[src/rtl/melody_sequencer_if.sv]
// Control/status bundle between the game logic and melody_sequencer.
// The game logic side uses the master modport; the sequencer uses the slave modport.
interface melody_sequencer_if;
   logic        start;
   logic        stop;
   logic        loop_en;
   logic [31:0] half_period;
   logic        tone_on;
   logic        busy;
   logic [2:0]  note_index;
   logic        song_done;

   modport master (
      output start, stop, loop_en,
      input  half_period, tone_on, busy, note_index, song_done
   );

   modport slave (
      input  start, stop, loop_en,
      output half_period, tone_on, busy, note_index, song_done
   );
endinterface

[src/rtl/melody_sequencer.sv]
// Steps an 8-entry song ROM and drives a square-wave generator's half-period and enable.
// Optional octave transpose input is enabled by defining MELODY_TRANSPOSE_EN.
module melody_sequencer #(
   parameter int unsigned BEAT_CYCLES = 12500000,
   parameter int unsigned GAP_CYCLES  = 1250000,
   parameter int unsigned CNT_W       = 32
) (
   input  logic clk,
   input  logic reset,
`ifdef MELODY_TRANSPOSE_EN
   input  logic octave_up,
`endif
   melody_sequencer_if.slave bus
);

   typedef enum logic [2:0] {S_IDLE, S_FETCH, S_PLAY, S_GAP, S_DONE} state_t;

   state_t           r_state, w_nextState;
   logic [2:0]       r_index, w_nextIndex;
   logic [CNT_W-1:0] r_timer, w_nextTimer;
   logic [31:0]      r_halfPeriod, w_nextHalf;
   logic             r_toneOn, r_busy, r_songDone;
   logic             w_nextBusy, w_nextDone;
   logic [3:0]       w_romCode;
   logic [2:0]       w_romBeats;
   logic [31:0]      w_pitch, w_fetchHalf;
   logic [CNT_W-1:0] w_playLen;

   function automatic logic [31:0] pitchHalf(input logic [3:0] code);
      case (code)
         4'd1:    pitchHalf = 32'd191113;
         4'd2:    pitchHalf = 32'd170262;
         4'd3:    pitchHalf = 32'd151685;
         4'd4:    pitchHalf = 32'd143172;
         4'd5:    pitchHalf = 32'd127551;
         4'd6:    pitchHalf = 32'd113636;
         4'd7:    pitchHalf = 32'd101238;
         4'd8:    pitchHalf = 32'd95556;
         default: pitchHalf = 32'd0;
      endcase
   endfunction

   always_comb begin
      w_romCode  = 4'd0;
      w_romBeats = 3'd1;
      case (r_index)
         3'd0:    begin w_romCode = 4'd3; w_romBeats = 3'd1; end
         3'd1:    begin w_romCode = 4'd3; w_romBeats = 3'd1; end
         3'd2:    begin w_romCode = 4'd0; w_romBeats = 3'd1; end
         3'd3:    begin w_romCode = 4'd3; w_romBeats = 3'd1; end
         3'd4:    begin w_romCode = 4'd0; w_romBeats = 3'd1; end
         3'd5:    begin w_romCode = 4'd1; w_romBeats = 3'd1; end
         3'd6:    begin w_romCode = 4'd3; w_romBeats = 3'd2; end
         default: begin w_romCode = 4'd5; w_romBeats = 3'd4; end
      endcase
   end

   assign w_pitch   = pitchHalf(w_romCode);
   assign w_playLen = CNT_W'(w_romBeats) * CNT_W'(BEAT_CYCLES) - CNT_W'(GAP_CYCLES);

`ifdef MELODY_TRANSPOSE_EN
   assign w_fetchHalf = octave_up ? (w_pitch >> 1) : w_pitch;
`else
   assign w_fetchHalf = w_pitch;
`endif

   // Outputs are computed for the next state so the registered values line up with that state.
   always_comb begin
      w_nextState = r_state;
      w_nextIndex = r_index;
      w_nextTimer = r_timer;
      w_nextHalf  = r_halfPeriod;
      unique case (r_state)
         S_IDLE: begin
            w_nextHalf  = 32'd0;
            w_nextIndex = 3'd0;
            if (bus.start && !bus.stop) w_nextState = S_FETCH;
         end
         S_FETCH: begin
            w_nextState = S_PLAY;
            w_nextTimer = w_playLen;
            w_nextHalf  = w_fetchHalf;
         end
         S_PLAY: begin
            if (r_timer == CNT_W'(1)) begin
               w_nextState = S_GAP;
               w_nextTimer = CNT_W'(GAP_CYCLES);
               w_nextHalf  = 32'd0;
            end else begin
               w_nextTimer = r_timer - CNT_W'(1);
            end
         end
         S_GAP: begin
            if (r_timer == CNT_W'(1)) begin
               if (r_index != 3'd7) begin
                  w_nextIndex = r_index + 3'd1;
                  w_nextState = S_FETCH;
               end else if (bus.loop_en) begin
                  w_nextIndex = 3'd0;
                  w_nextState = S_FETCH;
               end else begin
                  w_nextState = S_DONE;
               end
            end else begin
               w_nextTimer = r_timer - CNT_W'(1);
            end
         end
         S_DONE: begin
            w_nextState = S_IDLE;
            w_nextIndex = 3'd0;
            w_nextHalf  = 32'd0;
         end
         default: begin
            w_nextState = S_IDLE;
            w_nextIndex = 3'd0;
            w_nextHalf  = 32'd0;
         end
      endcase
      if (bus.stop && (r_state == S_FETCH || r_state == S_PLAY || r_state == S_GAP)) begin
         w_nextState = S_IDLE;
         w_nextIndex = 3'd0;
         w_nextTimer = '0;
         w_nextHalf  = 32'd0;
      end
      w_nextBusy = (w_nextState == S_FETCH) || (w_nextState == S_PLAY) || (w_nextState == S_GAP);
      w_nextDone = (w_nextState == S_DONE);
   end

   always_ff @(posedge clk or negedge reset) begin
      if (!reset) begin
         r_state      <= S_IDLE;
         r_index      <= 3'd0;
         r_timer      <= '0;
         r_halfPeriod <= 32'd0;
         r_toneOn     <= 1'b0;
         r_busy       <= 1'b0;
         r_songDone   <= 1'b0;
      end else begin
         r_state      <= w_nextState;
         r_index      <= w_nextIndex;
         r_timer      <= w_nextTimer;
         r_halfPeriod <= w_nextHalf;
         r_toneOn     <= (w_nextHalf != 32'd0);
         r_busy       <= w_nextBusy;
         r_songDone   <= w_nextDone;
      end
   end

   assign bus.half_period = r_halfPeriod;
   assign bus.tone_on     = r_toneOn;
   assign bus.busy        = r_busy;
   assign bus.note_index  = r_index;
   assign bus.song_done   = r_songDone;

endmodule

[src/flat_wrapper.sv]
// flat-port wrapper written by rule: the top's interface ports become plain ports
module melody_sequencer_flat 
#(
   parameter int unsigned BEAT_CYCLES = 12500000,
   parameter int unsigned GAP_CYCLES  = 1250000,
   parameter int unsigned CNT_W       = 32
)
  (clk, reset, bus_start, bus_stop, bus_loop_en, bus_half_period, bus_tone_on, bus_busy, bus_note_index, bus_song_done);
  melody_sequencer_if bus_i ();
  input  logic clk;
  input  logic reset;
  input wire logic [$bits(bus_i.start)-1:0] bus_start;
  input wire logic [$bits(bus_i.stop)-1:0] bus_stop;
  input wire logic [$bits(bus_i.loop_en)-1:0] bus_loop_en;
  output wire logic [$bits(bus_i.half_period)-1:0] bus_half_period;
  output wire logic [$bits(bus_i.tone_on)-1:0] bus_tone_on;
  output wire logic [$bits(bus_i.busy)-1:0] bus_busy;
  output wire logic [$bits(bus_i.note_index)-1:0] bus_note_index;
  output wire logic [$bits(bus_i.song_done)-1:0] bus_song_done;
  assign bus_i.start = bus_start;
  assign bus_i.stop = bus_stop;
  assign bus_i.loop_en = bus_loop_en;
  assign bus_half_period = bus_i.half_period;
  assign bus_tone_on = bus_i.tone_on;
  assign bus_busy = bus_i.busy;
  assign bus_note_index = bus_i.note_index;
  assign bus_song_done = bus_i.song_done;
  melody_sequencer #(.BEAT_CYCLES(BEAT_CYCLES), .GAP_CYCLES(GAP_CYCLES), .CNT_W(CNT_W)) u_core (.clk(clk), .reset(reset), .bus(bus_i));
endmodule
[config.mk]
export PLATFORM = sky130hd
export DESIGN_NAME = melody_sequencer_flat
export DESIGN_NICKNAME = d
export VERILOG_FILES = /design/src/rtl/melody_sequencer_if.sv /design/src/rtl/melody_sequencer.sv /design/src/flat_wrapper.sv
export SDC_FILE = /design/constraint.sdc
export NUM_CORES = 1
export LEC_CHECK = 0
export CAP_MARGIN = 20
export CORE_ASPECT_RATIO = 1.5
export CORE_MARGIN = 5
export CORE_UTILIZATION = 51
export CTS_CLUSTER_SIZE = 16
export DETAILED_ROUTE_END_ITERATION = 8
export GPL_TIMING_DRIVEN = 0
export PLACE_DENSITY_LB_ADDON = 0.2
export SYNTH_ARGS = -nofsm -noshare
export SYNTH_HDL_FRONTEND = slang
export SYNTH_SLANG_ARGS = --single-unit
[constraint.sdc]
create_clock -name clk -period 3.13 [get_ports clk]
set_clock_uncertainty 0.15 [all_clocks]
set_input_delay 0.626 -clock clk [delete_from_list [all_inputs] [get_ports clk]]
set_output_delay 0.626 -clock clk [all_outputs]
set_load 0.02 [all_outputs]
Word level (Yosys, flattened, before mapping)

Memory sizes are Yosys's and may differ from the RTL's.
Cells that the tools add are included.

Add/sub/neg operators: 3
Multipliers: 1
Equal/unequal tests: 19
Mux-type cells: 21
Reductions and logical operators: 17

Operators with widths:

| kind                   | count |
|---|---|
| $pmux 32 s3            | 2 |
| $mux 32                | 5 |
| $eq 32x1->1 const B    | 1 |
| $reduce_bool 32->1     | 1 |
| $sub 32x1->32 const B  | 1 |
| $mux 3                 | 10 |
| $sub 27x21->28 const B | 1 |
| $mul 3x19->22 const B  | 1 |
| $eq 3x2->1 const B     | 6 |
| $eq 3x3->1 const B     | 4 |
| $pmux 3 s2             | 2 |
| $pmux 3 s4             | 1 |
| $eq 3x1->1 const B     | 3 |
| $pmux 3 s3             | 1 |
| $logic_not 3->1        | 2 |
| $ne 3x3->1 const B     | 2 |
| $reduce_or 6->1        | 1 |
| $logic_or 1x1->1       | 4 |
| $ne 4x3->1 const B     | 1 |
| $reduce_bool 4->1      | 1 |
| $reduce_or 2->1        | 2 |
| $reduce_or 4->1        | 1 |
| $add 3x1->3 const B    | 1 |
| $ne 3x2->1 const B     | 1 |
| 5 further kinds        | 6 |

Register bits: 73
ROM bits: 288
Memories: 1

Memories:

| memory          | words | width | rd ports | clocked after Yosys merged registers in | wr ports | RTL line               | source |
|---|---|---|---|---|---|---|---|
| (no name shown) | 16    | 18    | 1        | 0                                       | 0        | melody_sequencer.sv:30 | `case (code)` |

Logic depth before layout (Yosys ltp)

Gate-level depths: netlist of run 1.

Word-level depth: 8
Gate-level depth with buffers: 12
Depth with buffers taken out: 12

Worst setup path after synthesis of run 1

Ideal clock, no wire load.

Kind: flip-flop to flip-flop
From: reg u_core.r_index[1], in the netlist u_core.bus.note_index[1]
To: reg u_core.r_timer[20]
Arrival: 2.821 ns
Required time: 2.854 ns
Setup slack: 0.033 ns
Cell stages (with the launch flop): 12
Cell sequence: dfrtp_1 > inv_1 > ha_1 > or2_2 > or3_1 > inv_1 > ha_1 > a21boi_0 > mux2i_1 > xor2_1 > a21oi_1 > a221o_1

Longest elaborated chain between the ends: 7
Elaborated cells between the ends (all ways): 13
Those cells by class: 1 x add/sub; 1 x mul; 6 x eq/ne; 3 x mux; 2 x reduce/logical

Ends and longest elaborated chain:

| what                                     | RTL line                | source |
|---|---|---|
| start: declaration                       | melody_sequencer.sv:19  | `logic [2:0] r_index, w_nextIndex;` |
| start signal: assignment                 | melody_sequencer.sv:140 | `r_index <= w_nextIndex;` |
| $eq 3x1->1, or another cell as far along | melody_sequencer.sv:46  | `case (r_index)` |
| $reduce_or 6->1 (no source line)         | --                      |  |
| $pmux 3 s2 *                             | melody_sequencer.sv:46  |  |
| $mul 3x19->22 *                          | melody_sequencer.sv:59  | `assign w_playLen = CNT_W'(w_romBeats) * CNT_W'(BEAT_CYCLES) - CNT_W'(GAP_CYCLES);` |
| $sub 27x21->28 *                         | melody_sequencer.sv:59  |  |
| $pmux 32 s3 *                            | melody_sequencer.sv:73  | `unique case (r_state)` |
| $mux 32 *                                | melody_sequencer.sv:119 | `if (bus.stop && (r_state == S_FETCH \|\| r_state == S_PLAY \|\| r_state == S_GAP)) begin` |
| end signal: assignment                   | melody_sequencer.sv:141 | `r_timer <= w_nextTimer;` |
| end: declaration                         | melody_sequencer.sv:20  | `logic [CNT_W-1:0] r_timer, w_nextTimer;` |

Every way passes the cells marked *; elsewhere a longest branch is shown, timed or not.
A chain may end at the register's enable or synchronous reset.

Worst setup path after layout of run 1

Ends and elaborated chain as after synthesis.

==> impl_metrics.ini, run 1 <==
[grt]
grt_pass1_wl_um = 19100
grt_antenna_before_repair = 0
use_met2_pct = 42.4
overflow = 0
use_met1_pct = 26.8
grtUsageTotal_pct = 24.1
grt_busiest_layer = met2
grt_pass1_vias = 3836
grtUsageMet3_pct = 5.40
grt_max_degree = 74

[logic_synthesis]
syn-instance-count = 428
synthAdderAreaFrac_pct = 5.54
yosys.area_share.simple_pct = 23.3
synth.mux.area_fraction_pct = 0.738
ys_seq_area_share_pct = 44.9
synth_edf_count = 0
syn_nets = 451
netlist_area_um2 = 4070
synth_top_family_by_area = simple AND/OR/NAND/NOR gates
netlist-cell-type-count = 62
ys.warnings.count = 0
avgSynthCellArea_um2 = 9.50
async_reset_ff_share_pct = 100
ys_ff_latch = 73
synth_compound_area_share_pct = 20.6
ys.flop_type = dfrtp_1
synth_xor_area_share_pct = 0.861

[route]
post-route-drc-count = 0
via_count = 3695
vias_per_cell = 6.22
drtPass1Iterations = 5
wirelength_um = 11500
routedWlPerCell_um = 19.4
drt_iter0_drc = 367
ant_nets = 0

[timing]
maxSlewHeadroom_pct = 39.7
setup_slack_ns = 0.0798
final_hold_viol_count = 0
finalCriticalPeriod_ns = 3.05
rsz0062_at_grt = false
finalCritPeriodShare_pct = 97.5
drv_slew = 0
setup_viol = 0
fmax_mhz = 328
worst_pin_slew_ns = 0.904

[layout]
nNetsFinal = 507
final_core_util_pct = 62.8
fin_cells = 594
syn2layout_area_growth_pct = 22.0
antennaDiodeCount = 0
drive_gt1_share_pct = 11.5

[placement]
post-dp-hpwl_um = 8380
dp.cells = 575
io_buffers = 42
place_congestion = 0.964
pre_cts_slack_ns = -0.231

[pwr]
p_leak_nw = 2.18
power.density_nw_per_um2 = 543
vdd_drop_max_mv = 0.329

[run_status]
outcome = complete, no violations

[clocking]
cts-root-buf = clkbuf_16
postCtsHoldBufs = 0
cts_tree = built
clock_sinks = 73
clkSlewWorstSetupHoldPaths_ns = 0.06
cts_buffer_depth = 2
cts_max_level = 3
insertion_delay_ns = 0.34
cts_made_buffers = 9

[floorplanning]
core-area_um2 = 7910
dieWidth_um = 82.9
rows = 40
die_area_um2 = 9900
die_y_um = 119
initial_utilization_pct = 51.4
ios = 43

[critical_path]
end_kind = register
crit_path_start_kind = register
crit_fanout = 6
required_ns = 3.20
crit_type = reg2reg
cp_data_arrival_time_ns = 3.12

[run]
drv_cap = 0

[hold_path]
hold_class = in2async
## cell usage in the layout (no fill, tap or decap), types with 4 or more instances in the layout
cell and n:
dfrtp_1 72, clkdlybuf4s50_1 41, nor2_1 35, nand2_1 31
a21oi_1 24, o21ai_0 23, and2_1 19, nand3_1 18
nor3_1 15, nor4_1 13, a21o_1 12, ha_1 11
clkbuf_1 10, inv_1 10, clkbuf_16 9, nand2b_1 6
or4_1 6, buf_2 6, or3_1 6, buf_4 6
nand4_1 6, a22o_1 6, ha_2 6, and3_1 5
o22ai_1 5, a31oi_1 5, a22oi_1 4, o21a_1 4
o41ai_1 4, xor2_1 4
## where the power goes
group          internal [W]  switching (W)  total (W)
sequential          0.00102       0.000106    0.00113
combinational      0.000214       0.000409   0.000623
clock              0.000539       0.000408   0.000947
total               0.00177       0.000923    0.00270
## critical path: stages (launching register included)
cell and delay (ns):
dfrtp_1 0.39, inv_1 0.08, ha_2 0.20, or2_4 0.27, or3_4 0.45, inv_4 0.10
ha_2 0.19, a21boi_2 0.17, mux2i_1 0.25, xor2_1 0.24, a21oi_1 0.10, a221o_1 0.32
## path summary, 6_finish.rpt
check / startpoint / endpoint / slack (ns) / cells past startpoint
hold reg to reg: u_core.bus.half_period[15]$_DFF_PN0_ / u_core.bus.half_period[15]$_DFF_PN0_ / 0.36 / 1
max in group asynchronous: reset / u_core.bus.note_index[0]$_DFFE_PN0P_ / 1.95 / 1
setup / recovery: u_core.bus.note_index[1]$_DFFE_PN0P_ / u_core.r_timer[20]$_DFFE_PN0P_ / 0.08 / 11
hold / removal: reset / u_core.bus.note_index[1]$_DFFE_PN0P_ / 0.27 / 1
setup reg to reg: u_core.bus.note_index[1]$_DFFE_PN0P_ / u_core.r_timer[20]$_DFFE_PN0P_ / 0.08 / 11
min in group clk: u_core.bus.half_period[15]$_DFF_PN0_ / u_core.bus.half_period[15]$_DFF_PN0_ / 0.36 / 1
## layout make-up
type	count	area, um^2
Fill cell	722	2940
Multi-Input combinational cell	323	2130
Sequential cell	73	1830
Timing Repair Buffer	45	440
Clock buffer	10	229
Tap cell	105	131
Buffer	19	110
Inverter	13	56.3
Clock inverter	6	42.5
## repair_timing
action                                  CTS  global route
endpoints found under the setup margin    5             8
buffers inserted                          1             2
pin swaps                                 1             2
resized for setup                         5            14
gates cloned                              0             0
## cells by family after synthesis
| family | after synthesis |
|---|---|
| compound gates | 121 |
| xor+xnor | 4 |
| flops | 73 |
| simple gates | 177 |
| mux | 3 |
| buf+inv | 32 |
| fa+ha+maj | 18 |
## cell usage after synthesis (all sizes together) (3+ instances only)
| master | number | area, um^2 |
|---|---|---|
| nor3 | 15 | 75.1 |
| a21o | 12 | 90.1 |
| and3 | 5 | 31.3 |
| a32o | 3 | 30.0 |
| nand2 | 31 | 116 |
| dfrtp | 73 | 1830 |
| a22o | 6 | 52.6 |
| inv | 13 | 53.8 |
| a21boi | 3 | 22.5 |
| a21oi | 25 | 125 |
| or4 | 6 | 45.0 |
| a22oi | 4 | 30.0 |
| mux2i | 3 | 30.0 |
| o21a | 4 | 30.0 |
| o21ai | 26 | 134 |
| buf | 10 | 76.3 |
| and2 | 19 | 119 |
| o31ai | 3 | 22.5 |
| or2 | 3 | 18.8 |
| o41ai | 4 | 35.0 |
| nand2b | 6 | 37.5 |
| a221o | 3 | 30.0 |
| clkbuf | 9 | 33.8 |
| nor2 | 36 | 135 |
| o22ai | 6 | 51.3 |
| nand3 | 18 | 90.1 |
| xor2 | 4 | 35.0 |
| nand4 | 6 | 37.5 |
| ha | 18 | 225 |
| nor4 | 16 | 128 |
| or3 | 7 | 43.8 |
| a31oi | 5 | 31.3 |
## per-layer routing
layer,share of wire (%),wire length (um)
met1,39,4490
met2,51,5820
met3,6.3,728
met4,4.0,459
met5,0,0
## sequential cells by signal, summed over array words and instances (netlist names)
signal / count
u_core.bus.busy: 1
u_core.bus.half_period: 32
u_core.bus.note_index: 3
u_core.bus.song_done: 1
u_core.bus.tone_on: 1
u_core.r_state: 3
u_core.r_timer: 32
## metrics by stage
stage / total power, W / TNS (ns) / cell area (um^2) / hold WS (ns)
5_1_grt: 0.00282 / 0 / 4960 / 0.361
6_report: 0.00270 / 0 / 4960 / 0.270
3_3_place_gp: 0.00173 / -85.17 / 4620 / 0.337
4_1_cts: 0.00270 / 0 / 4910 / 0.304
2_1_floorplan: 0.00155 / 0 / 4070 / 0.180
3_5_place_dp: 0.00175 / -0.686 / 4620 / 0.343
No activity file was read; power rests on OpenSTA's default activity.
==> run 2, diff against run 1 <==
--- a/config.mk
+++ b/config.mk
@@ -13,6 +13,7 @@
 export DETAILED_ROUTE_END_ITERATION = 8
 export GPL_TIMING_DRIVEN = 0
 export PLACE_DENSITY_LB_ADDON = 0.2
+export SKIP_LAST_GASP = 1
 export SYNTH_ARGS = -nofsm -noshare
 export SYNTH_HDL_FRONTEND = slang
 export SYNTH_SLANG_ARGS = --single-unit
==> results of run 2 <==
The final DEF is identical to that of run 1; final timing and power are the same.
